File: src/rtl/fp_div_arb_pkg.sv
// Shared types and constants for the FP divider arbiter.
package fp_div_arb_pkg;
  localparam int OP_W = 32;
  localparam logic [OP_W-1:0] FP_QNAN = 32'h7FC0_0000;

  typedef enum logic [1:0] {IDLE, ISSUE, WAIT, RESP} arb_state_t;
endpackage

File: src/rtl/fp_div_arbiter_rr_grant.sv
// rr_grant: combinational round-robin picker. Grants the first set req bit
// at or after ptr, wrapping around.
module rr_grant #(
  parameter int NUM_REQ = 4,
  parameter int PTR_W   = (NUM_REQ > 1) ? $clog2(NUM_REQ) : 1
) (
  input  logic [NUM_REQ-1:0] req,
  input  logic [PTR_W-1:0]   ptr,
  output logic [NUM_REQ-1:0] grant,
  output logic [PTR_W-1:0]   grant_idx,
  output logic               any
);

  // Walk the requesters starting at ptr; first hit wins.
  always_comb begin
    int j;
    logic [PTR_W-1:0] jj;
    grant     = '0;
    grant_idx = '0;
    any       = 1'b0;
    j         = 0;
    jj        = '0;
    for (int k = 0; k < NUM_REQ; k++) begin
      j = int'(ptr) + k;
      if (j >= NUM_REQ) j = j - NUM_REQ;
      jj = PTR_W'(j);
      if (!any && req[jj]) begin
        grant[jj] = 1'b1;
        grant_idx = jj;
        any       = 1'b1;
      end
    end
  end

endmodule

File: src/rtl/fp_div_arbiter.sv
// fp_div_arbiter: shares one iterative FP divider among NUM_REQ lanes,
// one operation in flight at a time, round-robin fair.
// Optional watchdog in WAIT: define FP_DIV_ARB_TIMEOUT_EN.
// The divider instance itself lives outside; its rst_n is ~rst.
module fp_div_arbiter
  import fp_div_arb_pkg::*;
#(
  parameter int NUM_REQ        = 4,
  parameter int TIMEOUT_CYCLES = 200
) (
  input  logic                    clk,
  input  logic                    rst,
  input  logic [NUM_REQ-1:0]      req_valid,
  input  logic [OP_W*NUM_REQ-1:0] req_a,
  input  logic [OP_W*NUM_REQ-1:0] req_b,
  output logic [NUM_REQ-1:0]      req_ready,
  output logic [NUM_REQ-1:0]      rsp_valid,
  output logic [OP_W-1:0]         rsp_result,
  output logic                    rsp_err,
  output logic                    busy,
  input  logic                    div_ready,
  output logic                    div_valid_in,
  output logic [OP_W-1:0]         div_a,
  output logic [OP_W-1:0]         div_b,
  input  logic                    div_valid_out,
  input  logic [OP_W-1:0]         div_result
);

  localparam int PTR_W = (NUM_REQ > 1) ? $clog2(NUM_REQ) : 1;

  arb_state_t         state, state_n;
  logic [PTR_W-1:0]   rr_ptr, owner, grant_idx;
  logic [NUM_REQ-1:0] grant;
  logic               any, take, done, tmo_hit;
  logic [OP_W-1:0]    sel_a, sel_b;

  rr_grant #(.NUM_REQ(NUM_REQ), .PTR_W(PTR_W)) u_pick (
    .req       (req_valid),
    .ptr       (rr_ptr),
    .grant     (grant),
    .grant_idx (grant_idx),
    .any       (any)
  );

  // Grant only from IDLE with the divider free; handshake equals the grant.
  assign take = (state == IDLE) && div_ready && any;
  assign done = (state == WAIT) && div_valid_out;

`ifdef FP_DIV_ARB_TIMEOUT_EN
  localparam int CNT_W = $clog2(TIMEOUT_CYCLES + 1);
  logic [CNT_W-1:0] tmo_cnt;
  logic             err_q;

  // Cycles spent in WAIT for the current operation; zero elsewhere.
  always_ff @(posedge clk or posedge rst) begin
    if (rst)                 tmo_cnt <= '0;
    else if (state == WAIT)  tmo_cnt <= tmo_cnt + 1'b1;
    else                     tmo_cnt <= '0;
  end

  assign tmo_hit = (state == WAIT) && !div_valid_out &&
                   (tmo_cnt == CNT_W'(TIMEOUT_CYCLES - 1));
  assign rsp_err = err_q;

  // Error flag: set by watchdog expiry, cleared by a real completion.
  always_ff @(posedge clk or posedge rst) begin
    if (rst)          err_q <= 1'b0;
    else if (done)    err_q <= 1'b0;
    else if (tmo_hit) err_q <= 1'b1;
  end
`else
  assign tmo_hit = 1'b0;
  assign rsp_err = 1'b0;
`endif

  // Operand mux for the granted lane.
  always_comb begin
    sel_a = '0;
    sel_b = '0;
    for (int i = 0; i < NUM_REQ; i++) begin
      if (grant[i]) begin
        sel_a = req_a[i*OP_W +: OP_W];
        sel_b = req_b[i*OP_W +: OP_W];
      end
    end
  end

  // State register.
  always_ff @(posedge clk or posedge rst) begin
    if (rst) state <= IDLE;
    else     state <= state_n;
  end

  // Next state and handshake/strobe outputs.
  always_comb begin
    state_n      = state;
    req_ready    = '0;
    rsp_valid    = '0;
    div_valid_in = 1'b0;
    busy         = (state != IDLE);
    case (state)
      IDLE: begin
        if (take) begin
          req_ready = grant;
          state_n   = ISSUE;
        end
      end
      ISSUE: begin
        div_valid_in = 1'b1;
        state_n      = WAIT;
      end
      WAIT: begin
        if (done || tmo_hit) state_n = RESP;
      end
      RESP: begin
        rsp_valid[owner] = 1'b1;
        state_n          = IDLE;
      end
      default: state_n = IDLE;
    endcase
  end

  // Operand latch, owner, pointer advance and result capture.
  always_ff @(posedge clk or posedge rst) begin
    if (rst) begin
      div_a      <= '0;
      div_b      <= '0;
      owner      <= '0;
      rr_ptr     <= '0;
      rsp_result <= '0;
    end else begin
      if (take) begin
        div_a  <= sel_a;
        div_b  <= sel_b;
        owner  <= grant_idx;
        rr_ptr <= (grant_idx == PTR_W'(NUM_REQ - 1)) ? '0 : grant_idx + 1'b1;
      end
      if (done)         rsp_result <= div_result;
      else if (tmo_hit) rsp_result <= FP_QNAN;
    end
  end

endmodule

File: config.mk
export PLATFORM = sky130hd
export DESIGN_NAME = fp_div_arbiter
export DESIGN_NICKNAME = d
export VERILOG_FILES = /design/src/rtl/fp_div_arb_pkg.sv /design/src/rtl/fp_div_arbiter_rr_grant.sv /design/src/rtl/fp_div_arbiter.sv
export SDC_FILE = /design/constraint.sdc
export NUM_CORES = 1
export LEC_CHECK = 0
export ABC_AREA = 1
export BUFFER_PORTS_ARGS = -buffer_cell sky130_fd_sc_hd__clkbuf_2
export CORE_MARGIN = 2
export CORE_UTILIZATION = 23
export DETAILED_ROUTE_END_ITERATION = 7
export GPL_ROUTABILITY_DRIVEN = 0
export SKIP_CTS_REPAIR_TIMING = 1
export SLEW_MARGIN = 15
export SYNTH_ARGS = -nofsm -noshare
export SYNTH_HDL_FRONTEND = slang
export SYNTH_SLANG_ARGS = --single-unit
export TNS_END_PERCENT = 5
File: constraint.sdc
create_clock -name clk -period 3.22 [get_ports clk]
set_input_delay 0 -clock clk [delete_from_list [all_inputs] [get_ports clk]]
set_output_delay 0 -clock clk [all_outputs]
set_load 0.05 [all_outputs]
==> summary.txt <==
Routed len/inst - 15.03 µm
Number of CTS-inserted buffers - 9
Violated checks - negative hold slack
Int Pwr - 0.005615 W
Layout cells sized above 1 - 0.3156
Worst Hold Class - in -> reg
Dpl cell area - 0.009517 mm²
Switch Pwr - 0.008189 W
Critical Path RT - 3.22 ns
Filler cells - 3282
Slew @ Worst Pin - 0.6534 ns
Max clock buf depth - 2
Sequential share of the synthesized area - 0.3561
CTS tree - built
Clk root buf - clkbuf_16
WHS - -0.03630 ns
PwrDens - 1255 mW/mm²
Dpl hpwl - 20820 µm
P_leak - 6.613 nW
Total Nets Final - 1880
Setup tns final - 0 ns
Combinational power share - 0.746
Worst-path cell chain - inv_1 > ha_1 > inv_1 > nand3_1 > nand2_1 > nand2_2 > nor2_4 > nand2_1 > nand3_4 > buf_12 > nand2_1 > inv_1 > clkbuf_2
Top-level port count - 403
YS warnings - 0
Largest net degree at the start of global routing - 69
Num Clock Sinks - 102
Pre-Repair DR Iteration Count - 4
Post-Syn Instances - 1091
First-pass GRT wire length - 42350 µm
RSZ-0062 raised after global routing - false
Syn Area/Cell - 6.570 µm²
Area of the core - 0.03067 mm²
Initial antenna violation count - 2
Period minus WS final - 2.934 ns
Finished Cell Area - 0.01100 mm²
Starting DRT DRC Count - 381
Crit Path Max Fanout - 50
Grt ovf - 0
Cell variety after synth - 29
Max Cap Viol - 0
Crit-path slowest cell - dfrtp_2
Status - complete, but fails checks
Arrival time worst endpoint - 2.93 ns
Clock slew at reported path FFs - 0.08 ns
Slew Viols, Final - 0
Top_reg_cell synth - dfrtp_1
# port buffers - 401
H-tree depth - 3
Design Power - 0.01380 W
Syn Nets - 1398
Die ar. - 0.03259 mm²
Post-synth ARST share - 1.000
Sw Share - 0.5932
DRC viols - 0
Vias per cell - 4.390
Maximum VDD drop - 0.6468 mV
Final Hold Viols - 27
Final setup violation count - 0
Area Overhead vs Synth - 53.41%
Row cnt - 64
Synth Cell Area - 0.007168 mm²
Max incr delay on CP - 0.47 ns
Worst Setup End Kind - output pin
Crit-path leading delay family - simple AND/OR/NAND/NOR gates
CP Class - reg -> out
Vias in the first global route - 7987
Slew HR - 0.5644
Crit path buffers/inverters - 5
Die X-Extent - 180.5 µm
Yosys reg bits - 102
ANT nets after route - 0
Post-synth EDFFs - 0
DIE HEIGHT - 180.5 µm
Clock Skews - 0.01171 ns
Worst-Skew Late Latency - 0.36 ns
Fin crit share - 0.9112
Reg power frac - 0.165
Via count - 8670
Total Wirelength - 29680 µm
Startpoint types - flip-flop
Clk pwr share - 0.089
Initial Utilization - 0.2337
Fmax - 0.3408 GHz
Gr usage total - 0.1624
==> placed cells by master (no fill, tap or decap), types with 2 or more instances in the layout <==
master,count
nand2_1,486
clkbuf_2,401
a21oi_1,195
inv_1,147
dlygate4sd3_1,110
dfrtp_1,101
mux2_2,32
buf_4,16
ha_1,11
clkbuf_16,9
buf_12,7
nand3_1,6
nand3_2,5
nand3_4,5
o21ai_0,5
inv_2,4
nand4_1,4
nor2_1,4
nor3_1,4
nand2_2,3
inv_8,3
nor2_4,2
a21boi_0,2
a21boi_1,2
==> path summary, 6_finish.rpt <==
| check | cells after the start | slack [ns] | endpoint | startpoint |
|---|---|---|---|---|
| max | 13 | 0.29 | req_ready[3] | rr_ptr[1] |
| min | 5 | -0.04 | div_a[28] | req_a[92] |
| max reg2reg | 14 | 0.32 | div_b[12] | rr_ptr[1] |
| min reg2reg | 2 | 0.48 | div_b[18] | div_b[18] |
| max in group asynchronous | 4 | 2.18 | div_b[18] | rst |
| min in group asynchronous | 3 | 0.28 | rsp_result[21] | rst |
==> synthesized netlist by cell type, types with 4 or more instances <==
master / n / share of area
inv_1: 148 / 0.078
clkbuf_1: 9 / 0.0047
mux2_2: 32 / 0.050
nand4_1: 4 / 0.0035
nor2_1: 4 / 0.0021
buf_2: 31 / 0.022
dfrtp_1: 102 / 0.36
buf_6: 19 / 0.030
ha_1: 11 / 0.019
nor3_1: 4 / 0.0028
nand2_1: 486 / 0.25
nand3_1: 8 / 0.0056
inv_2: 4 / 0.0021
o21ai_0: 5 / 0.0035
nand3_2: 6 / 0.0084
buf_4: 4 / 0.0042
a21oi_1: 195 / 0.14
==> power by group through the flow <==
stage / clock (W) / combinational, W / sequential, W
floorplan: 0 / 0.00581 / 0.00418
global placement: 0 / 0.00993 / 0.00226
detailed placement: 0 / 0.0100 / 0.00227
CTS: 0.00128 / 0.0100 / 0.00226
global route: 0.00134 / 0.0114 / 0.00235
finish: 0.00122 / 0.0103 / 0.00228
==> sequential cells by signal, indices dropped and copies added, names as in the netlist, named ones only <==
name,flops
owner,2
rr_ptr,1
div_b,32
div_a,32
state,2
rsp_result,32
==> worst min-delay path, delay by kind of cell <==
kind,cells,cell delay [ns]
AO/OA/AOI/OAI,1,0.05
AND/OR/NAND/NOR,3,0.15
buffers and inverters,1,0.08
==> stage by stage <==
step / setup slack, ns / hold slack (ns) / util / std cells
floorplan: 0.5445 / 0.1505 / - / 1091
global placement: 0.4769 / 0.1182 / 0.3103 / 1843
detailed placement: 0.3380 / 0.1199 / 0.3103 / 1843
CTS: 0.01033 / -0.2686 / 0.3205 / 1859
global route: 0.01462 / -0.0004998 / 0.3585 / 1974
finish: 0.2860 / -0.03630 / 0.3586 / 1975
==> area by class of cell <==
class	instances	area (µm²)	area share
Timing Repair Buffer	535	3379	0.3073
Sequential cell	102	2554	0.2322
Clock buffer	9	225.2	0.02048
Inverter	152	573.1	0.05211
Tap cell	396	495.5	0.04506
Antenna cell	1	2.502	0.0002276
Multi-Input combinational cell	773	3679	0.3345
Clock inverter	7	88.84	0.008078
==> cell families after synthesis <==
logic type	synth area share
mux	0.05027
buf+inv	0.1416
other cells	0.0005231
fa+ha+maj	0.01920
simple gates	0.2843
compound gates	0.1480
flops	0.3561
==> layer usage <==
metal | wire length, µm | track usage
met2 | 14570 | 0.2856
met4 | 801 | 0.05129
met5 | 13 | 0
met3 | 2153 | 0.04608
met1 | 12140 | 0.1901
Power figures use the tool's default switching activity.
